`config.mk`:
```
export PLATFORM = sky130hd
export DESIGN_NAME = uart_rx_oversample
export DESIGN_NICKNAME = d
export VERILOG_FILES = /design/src/rtl/uart_pkg.sv /design/src/rtl/uart_rx_sync.sv /design/src/rtl/uart_rx_oversample.sv
export SDC_FILE = /design/constraint.sdc
export NUM_CORES = 1
export LEC_CHECK = 0
export CORE_MARGIN = 2
export CORE_UTILIZATION = 31
export CTS_CLUSTER_DIAMETER = 80
export DETAILED_ROUTE_END_ITERATION = 8
export PLACE_DENSITY = 0.48
export SYNTH_ARGS = -nofsm -noshare
export SYNTH_HDL_FRONTEND = slang
export SYNTH_SLANG_ARGS = --single-unit
```
`constraint.sdc`:
```
create_clock -name sysclk -period 2.6 [get_ports sysclk]
set_input_delay 0.78 -clock sysclk [delete_from_list [all_inputs] [get_ports sysclk]]
set_output_delay 0.78 -clock sysclk [all_outputs]
set_load 0.1 [all_outputs]
```
`src/rtl/uart_pkg.sv`:
```
`default_nettype none
// ============================================================================
// Module : uart_pkg
// Brief  : Shared constants for the UART receive path: FSM state encoding,
//          oversampling geometry, majority-vote sample points and the
//          baud/sample-clock divider ratios used with a 50 MHz sysclk.
// Rev    : 1.0  initial release
// ============================================================================
package uart_pkg;

  // Receiver FSM encoding
  localparam logic [1:0] IDLE  = 2'd0;
  localparam logic [1:0] START = 2'd1;
  localparam logic [1:0] DATA  = 2'd2;
  localparam logic [1:0] STOP  = 2'd3;

  // Frame / oversampling geometry
  localparam int OVERSAMPLE_DEF = 16;
  localparam int DATA_BITS_DEF  = 8;

  // Tick positions (within one bit period) of the three vote samples
  localparam int SAMPLE_A = 7;
  localparam int SAMPLE_B = 8;
  localparam int SAMPLE_C = 9;

  // sysclk cycles per sample tick for a 50 MHz sysclk
  localparam int DIV_9600   = 326;
  localparam int DIV_115200 = 27;

  // 2-of-3 majority
  function automatic logic majority3(input logic a, input logic b, input logic c);
    return (a & b) | (a & c) | (b & c);
  endfunction

endpackage
`default_nettype wire

```
`src/rtl/uart_rx_sync.sv`:
```
`default_nettype none
// ============================================================================
// Module : uart_rx_sync
// Brief  : Input conditioning for the UART receiver. Brings the asynchronous
//          rxd pin into the sysclk domain and turns the divider's sample_clk
//          level into a one-cycle tick on its rising edge.
// Ports  : sysclk     - system clock
//          rst_n      - asynchronous active-low reset
//          sample_clk - 16x sample clock level (already in sysclk domain)
//          rxd        - raw serial line, idle high
//          rxd_s      - synchronised serial line
//          tick       - one-sysclk pulse per sample_clk rising edge
// Rev    : 1.0  initial release
// ============================================================================
module uart_rx_sync #(
  parameter int SYNC_STAGES = 2
) (
  input  logic sysclk,
  input  logic rst_n,
  input  logic sample_clk,
  input  logic rxd,
  output logic rxd_s,
  output logic tick
);

  logic [SYNC_STAGES-1:0] r_sync;
  logic                   r_sc_d;

  // Chain resets to the idle-high line level so no false start edge is seen
  // when reset is released.
  generate
    if (SYNC_STAGES == 1) begin : g_sync_single
      always_ff @(posedge sysclk or negedge rst_n) begin
        if (!rst_n) r_sync <= '1;
        else        r_sync <= rxd;
      end
    end else begin : g_sync_chain
      always_ff @(posedge sysclk or negedge rst_n) begin
        if (!rst_n) r_sync <= '1;
        else        r_sync <= {r_sync[SYNC_STAGES-2:0], rxd};
      end
    end
  endgenerate

  // Delayed copy resets high so a sample_clk already high at reset release
  // does not produce a tick.
  always_ff @(posedge sysclk or negedge rst_n) begin
    if (!rst_n) r_sc_d <= 1'b1;
    else        r_sc_d <= sample_clk;
  end

  assign rxd_s = r_sync[SYNC_STAGES-1];
  assign tick  = sample_clk & ~r_sc_d;

endmodule
`default_nettype wire

```
`src/rtl/uart_rx_oversample.sv`:
```
`default_nettype none
// ============================================================================
// Module : uart_rx_oversample
// Brief  : 8N1 UART receiver running on sysclk, advanced by ticks derived
//          from the 16x sample clock. Each bit is decided by a 2-of-3 vote
//          around mid-bit. Bytes are delivered as single-cycle pulses.
// Ports  : sysclk     - system clock (50 MHz)
//          rst_n      - asynchronous active-low reset
//          sample_clk - 16x sample clock from the divider (used as a level)
//          rxd        - asynchronous serial line, idle high
//          rx_data    - last correctly received byte
//          rx_valid   - one-cycle pulse when rx_data is updated
//          frame_err  - one-cycle pulse when the stop bit votes low
//          busy       - high while a frame is in progress
// Rev    : 1.0  initial release
// ============================================================================
module uart_rx_oversample
  import uart_pkg::*;
#(
  parameter int DATA_BITS   = DATA_BITS_DEF,
  parameter int OVERSAMPLE  = OVERSAMPLE_DEF,
  parameter int SYNC_STAGES = 2
) (
  input  logic                 sysclk,
  input  logic                 rst_n,
  input  logic                 sample_clk,
  input  logic                 rxd,
  output logic [DATA_BITS-1:0] rx_data,
  output logic                 rx_valid,
  output logic                 frame_err,
  output logic                 busy
);

  localparam int c_TICK_W = $clog2(OVERSAMPLE);
  localparam int c_IDX_W  = (DATA_BITS > 1) ? $clog2(DATA_BITS) : 1;

  localparam logic [c_TICK_W-1:0] c_TICK_LAST = c_TICK_W'(OVERSAMPLE - 1);
  localparam logic [c_TICK_W-1:0] c_SMP_A     = c_TICK_W'(SAMPLE_A);
  localparam logic [c_TICK_W-1:0] c_SMP_B     = c_TICK_W'(SAMPLE_B);
  localparam logic [c_TICK_W-1:0] c_SMP_C     = c_TICK_W'(SAMPLE_C);
  localparam logic [c_IDX_W-1:0]  c_IDX_LAST  = c_IDX_W'(DATA_BITS - 1);

  logic                 w_rxd_s;
  logic                 w_tick;
  logic                 w_vote;
  logic [c_TICK_W-1:0]  w_tick_nxt;

  logic [1:0]           r_state;
  logic [c_TICK_W-1:0]  r_tick_cnt;
  logic [c_IDX_W-1:0]   r_bit_idx;
  logic                 r_last_sample;
  logic                 r_smp_a;
  logic                 r_smp_b;
  logic [DATA_BITS-1:0] r_shift;
  logic [DATA_BITS-1:0] r_rx_data;
  logic                 r_rx_valid;
  logic                 r_frame_err;

  uart_rx_sync #(
    .SYNC_STAGES (SYNC_STAGES)
  ) u_sync (
    .sysclk     (sysclk),
    .rst_n      (rst_n),
    .sample_clk (sample_clk),
    .rxd        (rxd),
    .rxd_s      (w_rxd_s),
    .tick       (w_tick)
  );

  // Third sample is taken live at tick 9, so the vote is ready that same tick.
  assign w_vote     = majority3(r_smp_a, r_smp_b, w_rxd_s);
  assign w_tick_nxt = (r_tick_cnt == c_TICK_LAST) ? '0 : r_tick_cnt + 1'b1;

  always_ff @(posedge sysclk or negedge rst_n) begin
    if (!rst_n) begin
      r_state       <= IDLE;
      r_tick_cnt    <= '0;
      r_bit_idx     <= '0;
      r_last_sample <= 1'b1;
      r_smp_a       <= 1'b1;
      r_smp_b       <= 1'b1;
      r_shift       <= '0;
      r_rx_data     <= '0;
      r_rx_valid    <= 1'b0;
      r_frame_err   <= 1'b0;
    end else begin
      r_rx_valid  <= 1'b0;
      r_frame_err <= 1'b0;
      if (w_tick) begin
        r_last_sample <= w_rxd_s;
        if (r_tick_cnt == c_SMP_A) r_smp_a <= w_rxd_s;
        if (r_tick_cnt == c_SMP_B) r_smp_b <= w_rxd_s;

        case (r_state)
          IDLE: begin
            // Edge (not level) detect: a held-low break cannot retrigger.
            if (!w_rxd_s && r_last_sample) begin
              r_state    <= START;
              r_tick_cnt <= c_TICK_W'(1);
            end else begin
              r_tick_cnt <= '0;
            end
          end

          START: begin
            r_tick_cnt <= w_tick_nxt;
            if (r_tick_cnt == c_SMP_C && w_vote) begin
              r_state    <= IDLE;      // glitch, not a real start bit
              r_tick_cnt <= '0;
            end else if (r_tick_cnt == c_TICK_LAST) begin
              r_state   <= DATA;
              r_bit_idx <= '0;
            end
          end

          DATA: begin
            r_tick_cnt <= w_tick_nxt;
            if (r_tick_cnt == c_SMP_C)
              r_shift <= {w_vote, r_shift[DATA_BITS-1:1]};   // LSB arrives first
            if (r_tick_cnt == c_TICK_LAST) begin
              r_bit_idx <= r_bit_idx + 1'b1;
              if (r_bit_idx == c_IDX_LAST) r_state <= STOP;
            end
          end

          STOP: begin
            r_tick_cnt <= w_tick_nxt;
            // Leave at mid-stop-bit so the next start edge is never missed.
            if (r_tick_cnt == c_SMP_C) begin
              r_state    <= IDLE;
              r_tick_cnt <= '0;
              if (w_vote) begin
                r_rx_data  <= r_shift;
                r_rx_valid <= 1'b1;
              end else begin
                r_frame_err <= 1'b1;
              end
            end
          end

          default: begin
            r_state    <= IDLE;
            r_tick_cnt <= '0;
          end
        endcase
      end
    end
  end

  assign rx_data   = r_rx_data;
  assign rx_valid  = r_rx_valid;
  assign frame_err = r_frame_err;
  assign busy      = (r_state != IDLE);

endmodule
`default_nettype wire

```
Word level (Yosys, flattened, before mapping)
Index checks and enable logic that the tools add are counted.
- $add $sub $neg: 2
- eq/ne operators: 15
- multiplexer cells: 24
- bitwise operators: 7
- reductions and logical operators: 12
- operators with widths (kind ; number):
    $pmux W4 S4 ; 1
    $eq A4 B4 Y1 const B ; 3
    $mux W2 ; 6
    $mux W4 ; 3
    $ne A2 B2 Y1 const B ; 6
    $mux W1 ; 9
    $mux W3 ; 3
    $pmux W2 S4 ; 1
    $pmux W3 S2 ; 1
    $reduce_and A6 Y1 ; 1
    $reduce_and A5 Y1 ; 1
    $add A4 B1 Y4 const B ; 1
    $and A1 B1 Y1 ; 4
    $eq A2 B2 Y1 const B ; 2
    $eq A4 B3 Y1 const B ; 1
    $reduce_and A2 Y1 ; 2
    $reduce_and A4 Y1 ; 1
    $reduce_bool A2 Y1 ; 2
    $add A3 B1 Y3 const B ; 1
    $eq A3 B3 Y1 const B ; 1
    $ne A3 B3 Y1 const B ; 1
    $reduce_and A3 Y1 ; 1
    $eq A2 B1 Y1 const B ; 1
    $logic_and A1 B1 Y1 ; 2
    4 further kinds ; 5
- register bits after elaboration: 33
- input bits: 4
- output and inout bits: 11
- word-level logic and storage cells: 72

Longest topological paths before layout
Gate-level depths: netlist (run 1).
- depth in word-level cells: 7
- mapped depth: 6
- depth with buffers taken out: 6

By module
A second synthesis (run 1) with hierarchy kept.
- cells, all modules: 115
- area total of the unflattened synthesis: 1519.0 sq um
- modules (own cells, without submodules) (module ; instances ; cells each ; area each (sq um) ; sequential area each (sq um)):
    uart_rx_oversample ; 1 ; 111 ; 1426.4 ; 754.5
    uart_rx_sync ; 1 ; 4 ; 92.6 ; 78.8

Least setup slack after synthesis (run 1)
OpenSTA, ideal clock, no wires.
- kind: in2reg
- start point: input sample_clk
- end point: register r_rx_data[0], in the netlist rx_data[0]
- setup time: 0.126 ns
- data arrival time: 1.665 ns
- required time: 2.474 ns
- path slack: 0.810 ns
- stages on the path: 5
- path buffers: 1
- path through: nor2b_1 -> buf_6 -> and3_4 -> nand3_4 -> mux2_2
- word-level cells in the longest chain between the ends: 2
- ends and longest elaborated chain (element ; line ; source):
    start: declaration ; uart_rx_oversample.sv:26 ; input logic sample_clk,
    $and A1 B1 Y1 ; uart_rx_sync.sv:53 ; assign tick = sample_clk & ~r_sc_d;
    $reduce_and A4 Y1 (no source line) ; - ;
    end signal: assignment ; uart_rx_oversample.sv:133 ; r_rx_data <= r_shift;
    end: declaration ; uart_rx_oversample.sv:55 ; logic [DATA_BITS-1:0] r_rx_data;
Every way passes these cells.
A chain may end at the register's enable or synchronous reset.

==> flow_summary_export.csv, run 1 <==
group,metric,value,unit
synth,ys_top_cells_by_area,"dfrtp_1, mux2_2, dfstp_2, ha_1, nand2_1",
timing,fin_crit_sh,81.1,%
synth,syn_inst,114,
synth,synth_cell_types,30,
synth,synth_top_flop_cell,"dfrtp_1",
outcome,outcome,"finished, final reports clean",
timing,relSlewSlack,72.5,%
synth,synth_edf_count,0,
floorplanning,fp-row-count,25,
timing,setup_viol_count_final,0,
cts,clock_latency,0.28,ns
synth,synth_nets,123,
synth,mappedNetlistArea,0.00148,mm^2
global_route,grt_remaining_overflow,0,
floorplanning,initial_core_util,31.7,%
place,portBuffers,14,
floorplanning,die-area,0.00533,mm^2
synth,synthArstFlopShare,100,%
timing,tns,0,ns
worst_setup_path,setup.worst_path.start_class,"register",
timing,worst_pin_slew,0.412,ns
layout,drive_above_1_share,40.1,%
power,power_density,656,mW/mm^2
worst_setup_path,cp.arrival,1.33,ns
worst_setup_path,crit_type,"reg2out",
floorplanning,coreArea,0.00466,mm^2
cts,hold_buffers,0,
worst_setup_path,path_cells,"or2_2 > buf_12",
timing,drv_slew,0,
floorplanning,die_w,73.0,um
worst_setup_path,critical_path.top_delay_family,"flip-flops",
synth,synth_top_area_cell,"dfrtp_1",
worst_setup_path,end_kind,"output pin",
layout,fillers,451,
cts,ctsResizeCount,0,
worst_setup_path,worstPathMaxFanout,9,
worst_setup_path,cp.depth,2,
cts,cts.reportedPaths.clkPinSlew,0.06,ns
detailed_routing,wirelength,2530,um
detailed_routing,drt_iter0_markers,61,
synth,synth_top_area_share,45.8,%
timing,hold_viol,0,
detailed_routing,post_drt_wl_per_cell,13.3,um
cts,cts_buffer_depth,2,
min_path,hold_path_class,"reg2reg",
worst_setup_path,cp.required,1.82,ns
timing,fmax,475,MHz
cts,htreeDepth,2,
worst_setup_path,crit_buf_inv,1,
synth,yosysMostFrequentCell,"dfrtp_1",
cts,post-cts-setup-buffer-count,0,
cts,cts_root_buffer,"clkbuf_8",
cts,cts.sinks,33,
timing,min_period,2.11,ns
layout,area_growth_syn_to_layout,18.9,%
cts,cts_tree,"built",
worst_setup_path,r2r-start,"r_tick_cnt[1]",
detailed_routing,drc,0,
detailed_routing,antenna_left,0,
place,gp_congestion,0.727,
worst_setup_path,timing.rr.end,"rx_data[3]",
synth,ys_ff_latch,33,
global_route,grt_max_degree,34,
job,maxCapViolations,0,
global_route,grt_pass1_vias,912,
synth,synth_common_cells,"dfrtp_1, mux2_2, nand2_1, dfstp_2, inv_1",
cts,cts_buffers,5,
layout,nNetsFinal,145,
synth,yosysSeqAreaShare,56.4,%
timing,finClkSkew,0.00623,ns
worst_setup_path,cpPeakStageDelay,0.48,ns
detailed_routing,dr_total_vias,928,
detailed_routing,avgViaCountPerCell,4.86,
worst_setup_path,crit_end,"busy",
layout,num_antenna_cells,0,
global_route,grt_pass1_wl,4240,um
timing,rsz0062_at_grt,"false",
power,p_leak,0.864,nW
global_route,antenna_found_initial,0,
synth,syn_avg_cell_area,13.0,um^2
floorplanning,die_h,73.0,um
timing,fin_ws,0.493,ns
global_route,grt_usage,10.8,%
synth,yosysWarnings,0,
floorplanning,ios,15,
place,dpl.hpwl,1810,um
detailed_routing,drt_first_pass_iters,4,
place,dp_slack,0.199,ns
worst_setup_path,critPathSlowestCell,"dfrtp_1",
power,irDropWorstVdd,0.196,mV
worst_setup_path,r2r_setup_slack,0.85,ns
worst_setup_path,worstRegToRegCells,6,
[worst register-to-register path, cell delays in order (launching register included)]
cell and delay, ns:
dfrtp_1 0.41, inv_1 0.12, ha_1 0.16, and3b_2 0.25, and3_4 0.23, nand3_4 0.15, mux2_2 0.32
[cell families (layout without fill, tap and decap cells)]
group,Yosys count,after routing,synth area share [%]
compound gates,17,17,9.32
fa+ha+maj,6,6,4.92
buf+inv,8,31,2.80
flops,33,33,56.4
mux,18,18,13.7
simple gates,32,32,12.8
[sequential cells by signal, summed over array words and instances (netlist names), named ones only]
signal and cells:
rx_valid 1, r_tick_cnt 4, u_sync.r_sync 2, frame_err 1
r_smp_b 1, u_sync.r_sc_d 1, r_smp_a 1, rx_data 8
r_bit_idx 3, r_state 1, r_shift 8, r_last_sample 1
[how the worst min path moves through the flow]
stage,depth (start not counted),from,endpoint
detailed placement,0,u_sync.r_sync[0],u_sync.r_sync[1]
finish,0,u_sync.r_sync[0],u_sync.r_sync[1]
floorplan,0,u_sync.r_sync[0],u_sync.r_sync[1]
global placement,0,u_sync.r_sync[0],u_sync.r_sync[1]
CTS,0,u_sync.r_sync[0],u_sync.r_sync[1]
global route,0,u_sync.r_sync[0],u_sync.r_sync[1]
[through the flow]
step                instances  area (um^2)  hold slack (ns)  total power [mW]  util [%]
floorplan                 114         1480            0.345             0.743         -
global route              191         1760            0.362              1.22      37.7
global placement          183         1670            0.346             0.791      35.9
CTS                       191         1760            0.360              1.17      37.7
detailed placement        183         1670            0.351             0.799      35.9
finish                    191         1760            0.357              1.15      37.7
[layout by cell type (no fill, tap or decap), types with 2 or more instances in the layout]
cell             Yosys  layout
dfrtp_1             27      27
mux2_2              18      18
buf_4                1      13
nand2_1              8       8
inv_1                6       6
dfstp_2              6       6
nor2_1               5       5
nand3_1              5       5
ha_1                 5       5
clkbuf_8             0       5
o21ai_0              4       4
a21boi_0             3       3
nand2b_1             3       3
clkdlybuf4s50_1      0       3
nor2b_1              2       2
and3_2               2       2
a21o_1               2       2
a21oi_1              2       2
a22o_1               2       2
clkinv_2             0       2
[power breakdown]
part | internal [mW] | leakage, nW | switching (mW)
clock | 0.185 | 0.0450 | 0.177
sequential | 0.574 | 0.424 | 0.0415
combinational | 0.0832 | 0.395 | 0.0911
total | 0.843 | 0.864 | 0.309
[per-layer routing]
metal	vias up	share of wire (%)	GRT usage [%]
met2	21	46	15.3
met4	0	2.1	6.58
met3	4	4.4	3.87
met1	460	47	13.8
li1	443	-	-
met5	-	0	0
[cell type report]
type                       instances  area, um^2  area share, %
sequential                        33         833           47.5
clock buffer                       6        72.6           4.13
inverter                           6        22.5           1.28
timing repair buffer              17         148           8.41
clock inverter                     2        10.0          0.570
tap                               54        67.6           3.85
multi-input combinational         73         602           34.3
No activity file was read; power rests on OpenSTA's default activity.
==> run 2, diff against run 1 <==
- PLACE_DENSITY: 0.48 -> 0.49
- clock period: 2.6 -> 1.9 ns (I/O delays scaled with it)
==> flow_summary_export.csv, run 2 (synthesis results as in run 1) <==
group,metric,value,unit
power,p_leak,0.920,nW
timing,relSlewSlack,79.1,%
layout,multi_input_area,602,um^2
global_route,grt_pass1_wl,4500,um
cts,hold_buffers,0,
worst_setup_path,setup.worst_path.start_class,"register",
min_path,hold_path_class,"reg2reg",
worst_setup_path,end_kind,"output pin",
worst_setup_path,r2r-start,"r_tick_cnt[1]",
layout,final_cell_mix,"dfrtp_1, mux2_2, buf_12, nand2_1, buf_4",
timing,drv_slew,0,
timing,fin_ws,0.0643,ns
floorplanning,die_w,73.0,um
layout,drive_above_1_share,43.4,%
layout,nNetsFinal,151,
min_path,hold_depth,0,
place,gp_congestion,0.833,
min_path,holdPathEnd,"u_sync.r_sync[1]",
worst_setup_path,worstPathMaxFanout,8,
worst_setup_path,cp.arrival,1.27,ns
detailed_routing,wirelength,2600,um
floorplanning,coreArea,0.00466,mm^2
global_route,antenna_found_initial,0,
layout,fillers,447,
power,p_sw_share,27.3,%
timing,worst_pin_slew,0.313,ns
detailed_routing,drc,0,
cts,cts.reportedPaths.clkPinSlew,0.07,ns
cts,cts_buffers,5,
job,maxCapViolations,0,
global_route,grt_pass1_vias,963,
worst_setup_path,r2r_setup_slack,0.16,ns
worst_setup_path,timing.rr.end,"rx_data[2]",
power,p_int,1.16,mW
floorplanning,die_h,73.0,um
detailed_routing,antenna_left,0,
layout,area_growth_syn_to_layout,31.4,%
global_route,grt_usage,11.6,%
cts,ctsResizeCount,0,
worst_setup_path,worstSetupStartpoint,"r_state[0]",
cts,cts_root_buffer,"clkbuf_8",
cts,cts_tree,"built",
floorplanning,initial_core_util,31.7,%
detailed_routing,drt_iter0_markers,44,
cts,cts.sinks,33,
floorplanning,fp-row-count,25,
worst_setup_path,cp.required,1.33,ns
power,p_clk_share,31.6,%
detailed_routing,drt_first_pass_iters,4,
timing,hold_viol,0,
detailed_routing,avgViaCountPerCell,4.68,
timing,fmax,545,MHz
power,irDropWorstVdd,0.431,mV
power,power_density,821,mW/mm^2
floorplanning,ios,15,
timing,min_period,1.84,ns
cts,htreeDepth,2,
worst_setup_path,worstRegToRegCells,6,
floorplanning,die-area,0.00533,mm^2
layout,seq_area,835,um^2
timing,setup_viol_count_final,0,
timing,holdWs,0.361,ns
layout,num_antenna_cells,0,
power,pwr-share-seq,52.9,%
detailed_routing,post_drt_wl_per_cell,13.2,um
cts,post-cts-setup-buffer-count,0,
place,dp_slack,-0.174,ns
timing,tns,0,ns
min_path,min-delay-start,"u_sync.r_sync[0]",
outcome,outcome,"finished, final reports clean",
place,dpl.hpwl,1870,um
timing,rsz0062_at_grt,"false",
power,switchingPower,434,uW
timing,fin_crit_sh,96.6,%
worst_setup_path,crit_type,"reg2out",
timing,finClkSkew,0.0102,ns
detailed_routing,dr_total_vias,922,
global_route,grt_max_degree,34,
power,pwr-share-comb,15.5,%
layout,final_common_cell,"dfrtp_1",
place,portBuffers,14,
global_route,grt_remaining_overflow,0,
cts,cts_buffer_depth,2,
cts,clock_latency,0.29,ns
[run 2: worst max path at each step]
| stage | endpoint | slack (ns) | cells after the start |
|---|---|---|---|
| 3_3_place_gp | rx_data[7] | -0.14 | 5 |
| 6_report | busy | 0.06 | 2 |
| 3_5_place_dp | r_shift[6] | -0.17 | 5 |
| 2_1_floorplan | r_state[0] | 0.20 | 5 |
| 5_1_grt | busy | 0.02 | 2 |
| 4_1_cts | busy | 0.03 | 2 |
[run 2: per-stage QoR]
step           total power, mW  util, %  cell area (um^2)  std cells
2_1_floorplan             1.02        -              1480        114
3_3_place_gp              1.09     39.8              1860        189
3_5_place_dp              1.10     39.8              1860        189
4_1_cts                   1.61     41.6              1940        197
5_1_grt                   1.69     41.6              1940        197
6_report                  1.59     41.6              1940        197
[run 2: power groups by stage]
stage	Combinational, mW	Sequential [mW]	Clock [mW]
2_1_floorplan	0.177	0.839	0
4_1_cts	0.250	0.843	0.521
3_3_place_gp	0.238	0.851	0
5_1_grt	0.282	0.853	0.557
6_report	0.246	0.843	0.503
3_5_place_dp	0.244	0.856	0
[run 2: layout make-up]
| class | count | area share (%) |
|---|---|---|
| timing repair buffer | 23 | 17.0 |
| clock buffer | 6 | 3.74 |
| multi-input combinational | 73 | 31.0 |
| tap | 54 | 3.48 |
| sequential | 33 | 43.0 |
| inverter | 6 | 1.16 |
| clock inverter | 2 | 0.516 |
[run 2: worst max-delay path, stage by stage, from the launching register on]
cell	delay (ns)
dfrtp_2	0.45
or2_2	0.35
buf_12	0.18
[run 2: routing by layer]
metal	vias up	track usage, %	share of wire (%)
li1	453	-	-
met1	455	14.5	49
met2	9	16.7	46
met3	5	4.28	1.8
met4	0	7.20	2.7
met5	-	0	0
==> run 3, diff against run 2 <==
- DONT_BUFFER_PORTS: default -> 1
- PLACE_DENSITY: 0.49 -> 0.45
==> flow_summary_export.csv, run 3 (synthesis results as in run 1) <==
group,metric,value,unit
outcome,outcome,"finished, final reports clean",
cts,cts_root_buffer,"clkbuf_8",
power,p_clk_share,31.7,%
timing,worst_pin_slew,0.902,ns
floorplanning,initial_core_util,31.7,%
cts,clock_latency,0.28,ns
global_route,grt_pass1_vias,937,
worst_setup_path,cp.arrival,1.23,ns
worst_setup_path,worstPathMaxFanout,3,
detailed_routing,avgViaCountPerCell,4.77,
timing,fin_crit_sh,94.5,%
power,pwr-share-seq,53.7,%
cts,hold_buffers,1,
layout,area_growth_syn_to_layout,18.2,%
timing,fmax,557,MHz
floorplanning,die_w,73.0,um
place,placed_cells,180,
power,p_leak,0.858,nW
layout,final_common_cell,"dfrtp_1",
detailed_routing,drc,0,
job,maxCapViolations,0,
layout,fillers,457,
place,dpl.hpwl,1880,um
detailed_routing,drt_first_pass_iters,2,
worst_setup_path,setup.worst_path.start_class,"register",
place,portBuffers,0,
layout,finalNonFillerCells,189,
power,p_sw_share,26.9,%
timing,hold_viol,0,
power,power_density,902,mW/mm^2
global_route,grt_usage,11.6,%
floorplanning,ios,15,
power,p_int,1.15,mW
place,gp_congestion,0.726,
timing,min_period,1.80,ns
floorplanning,die-area,0.00533,mm^2
layout,final_cell_mix,"dfrtp_1, mux2_2, buf_4, nand2_1",
cts,cts.sinks,33,
power,irDropWorstVdd,0.458,mV
timing,finClkSkew,0.00488,ns
detailed_routing,antenna_left,0,
layout,drive_above_1_share,41.5,%
global_route,grt_remaining_overflow,0,
global_route,antenna_found_initial,0,
cts,cts.reportedPaths.clkPinSlew,0.07,ns
global_route,grt_max_degree,28,
power,pwr-share-comb,14.5,%
power,switchingPower,424,uW
detailed_routing,dr_total_vias,902,
cts,cts_buffers,5,
layout,nNetsFinal,143,
detailed_routing,drt_iter0_markers,42,
timing,rsz0062_at_grt,"false",
cts,ctsResizeCount,0,
timing,setup_viol_count_final,0,
floorplanning,coreArea,0.00466,mm^2
cts,cts_buffer_depth,2,
worst_setup_path,crit_type,"reg2out",
floorplanning,fp-row-count,25,
cts,htreeDepth,2,
timing,tns,0,ns
floorplanning,die_h,73.0,um
worst_setup_path,worstRegToRegCells,6,
min_path,hold_path_class,"in2async",
worst_setup_path,end_kind,"output pin",
detailed_routing,wirelength,2660,um
layout,num_antenna_cells,0,
cts,cts_tree,"built",
detailed_routing,post_drt_wl_per_cell,14.1,um
global_route,grt_pass1_wl,4620,um
timing,drv_slew,0,
timing,relSlewSlack,39.9,%
cts,post-cts-setup-buffer-count,0,
worst_setup_path,cp.required,1.33,ns
-- run 3: worst max-delay path, cell delays in order, from the launching register on --
cell     delay [ns]
dfrtp_1        0.38
or2_2          0.32
buf_4          0.24
-- run 3: worst paths after layout --
check	startpoint	to	slack, ns
min in group sysclk	rxd	u_sync.r_sync[0]	0.29
max in group asynchronous	rst_n	r_bit_idx[1]	1.64
min reg2reg	u_sync.r_sync[0]	u_sync.r_sync[1]	0.36
min	rst_n	r_tick_cnt[3]	0.1
max	r_state[0]	busy	0.10
max reg2reg	r_tick_cnt[1]	rx_data[7]	0.16
-- run 3: layer usage --
layer / global-route usage, % / wire (um)
met1: 16.4 / 1320
met3: 5.11 / 128
met4: 3.70 / 35
met2: 15.8 / 1180
met5: 0 / 0
-- run 3: final cells by class --
class                   instances  area [um^2]  share of cell area (%)
repair buffers                 15          138                    7.89
clock inverters                 2         10.0                   0.573
inverters                       6         22.5                    1.29
flip-flops and latches         33          833                    47.7
multi-input cells              73          602                    34.5
clock buffers                   6         72.6                    4.16
well taps                      54         67.6                    3.87
-- run 3: power by group through the flow --
stage	sequential (mW)	combinational, mW	clock (mW)
2_1_floorplan	0.839	0.177	0
3_3_place_gp	0.853	0.210	0
3_5_place_dp	0.859	0.213	0
4_1_cts	0.845	0.232	0.519
5_1_grt	0.854	0.269	0.559
6_report	0.846	0.228	0.500
-- run 3: per-stage QoR --
step	area, um^2	power [mW]	utilization, %	hold slack [ns]	setup WS, ns
after floorplan	1480	1.02	-	0.274	0.204
after global placement	1640	1.06	35.2	0.275	0.200
after detailed placement	1640	1.07	35.2	0.275	0.168
after CTS	1750	1.60	37.4	0.0970	0.0880
after global routing	1750	1.68	37.4	0.0928	0.0429
final	1750	1.57	37.4	0.0977	0.104
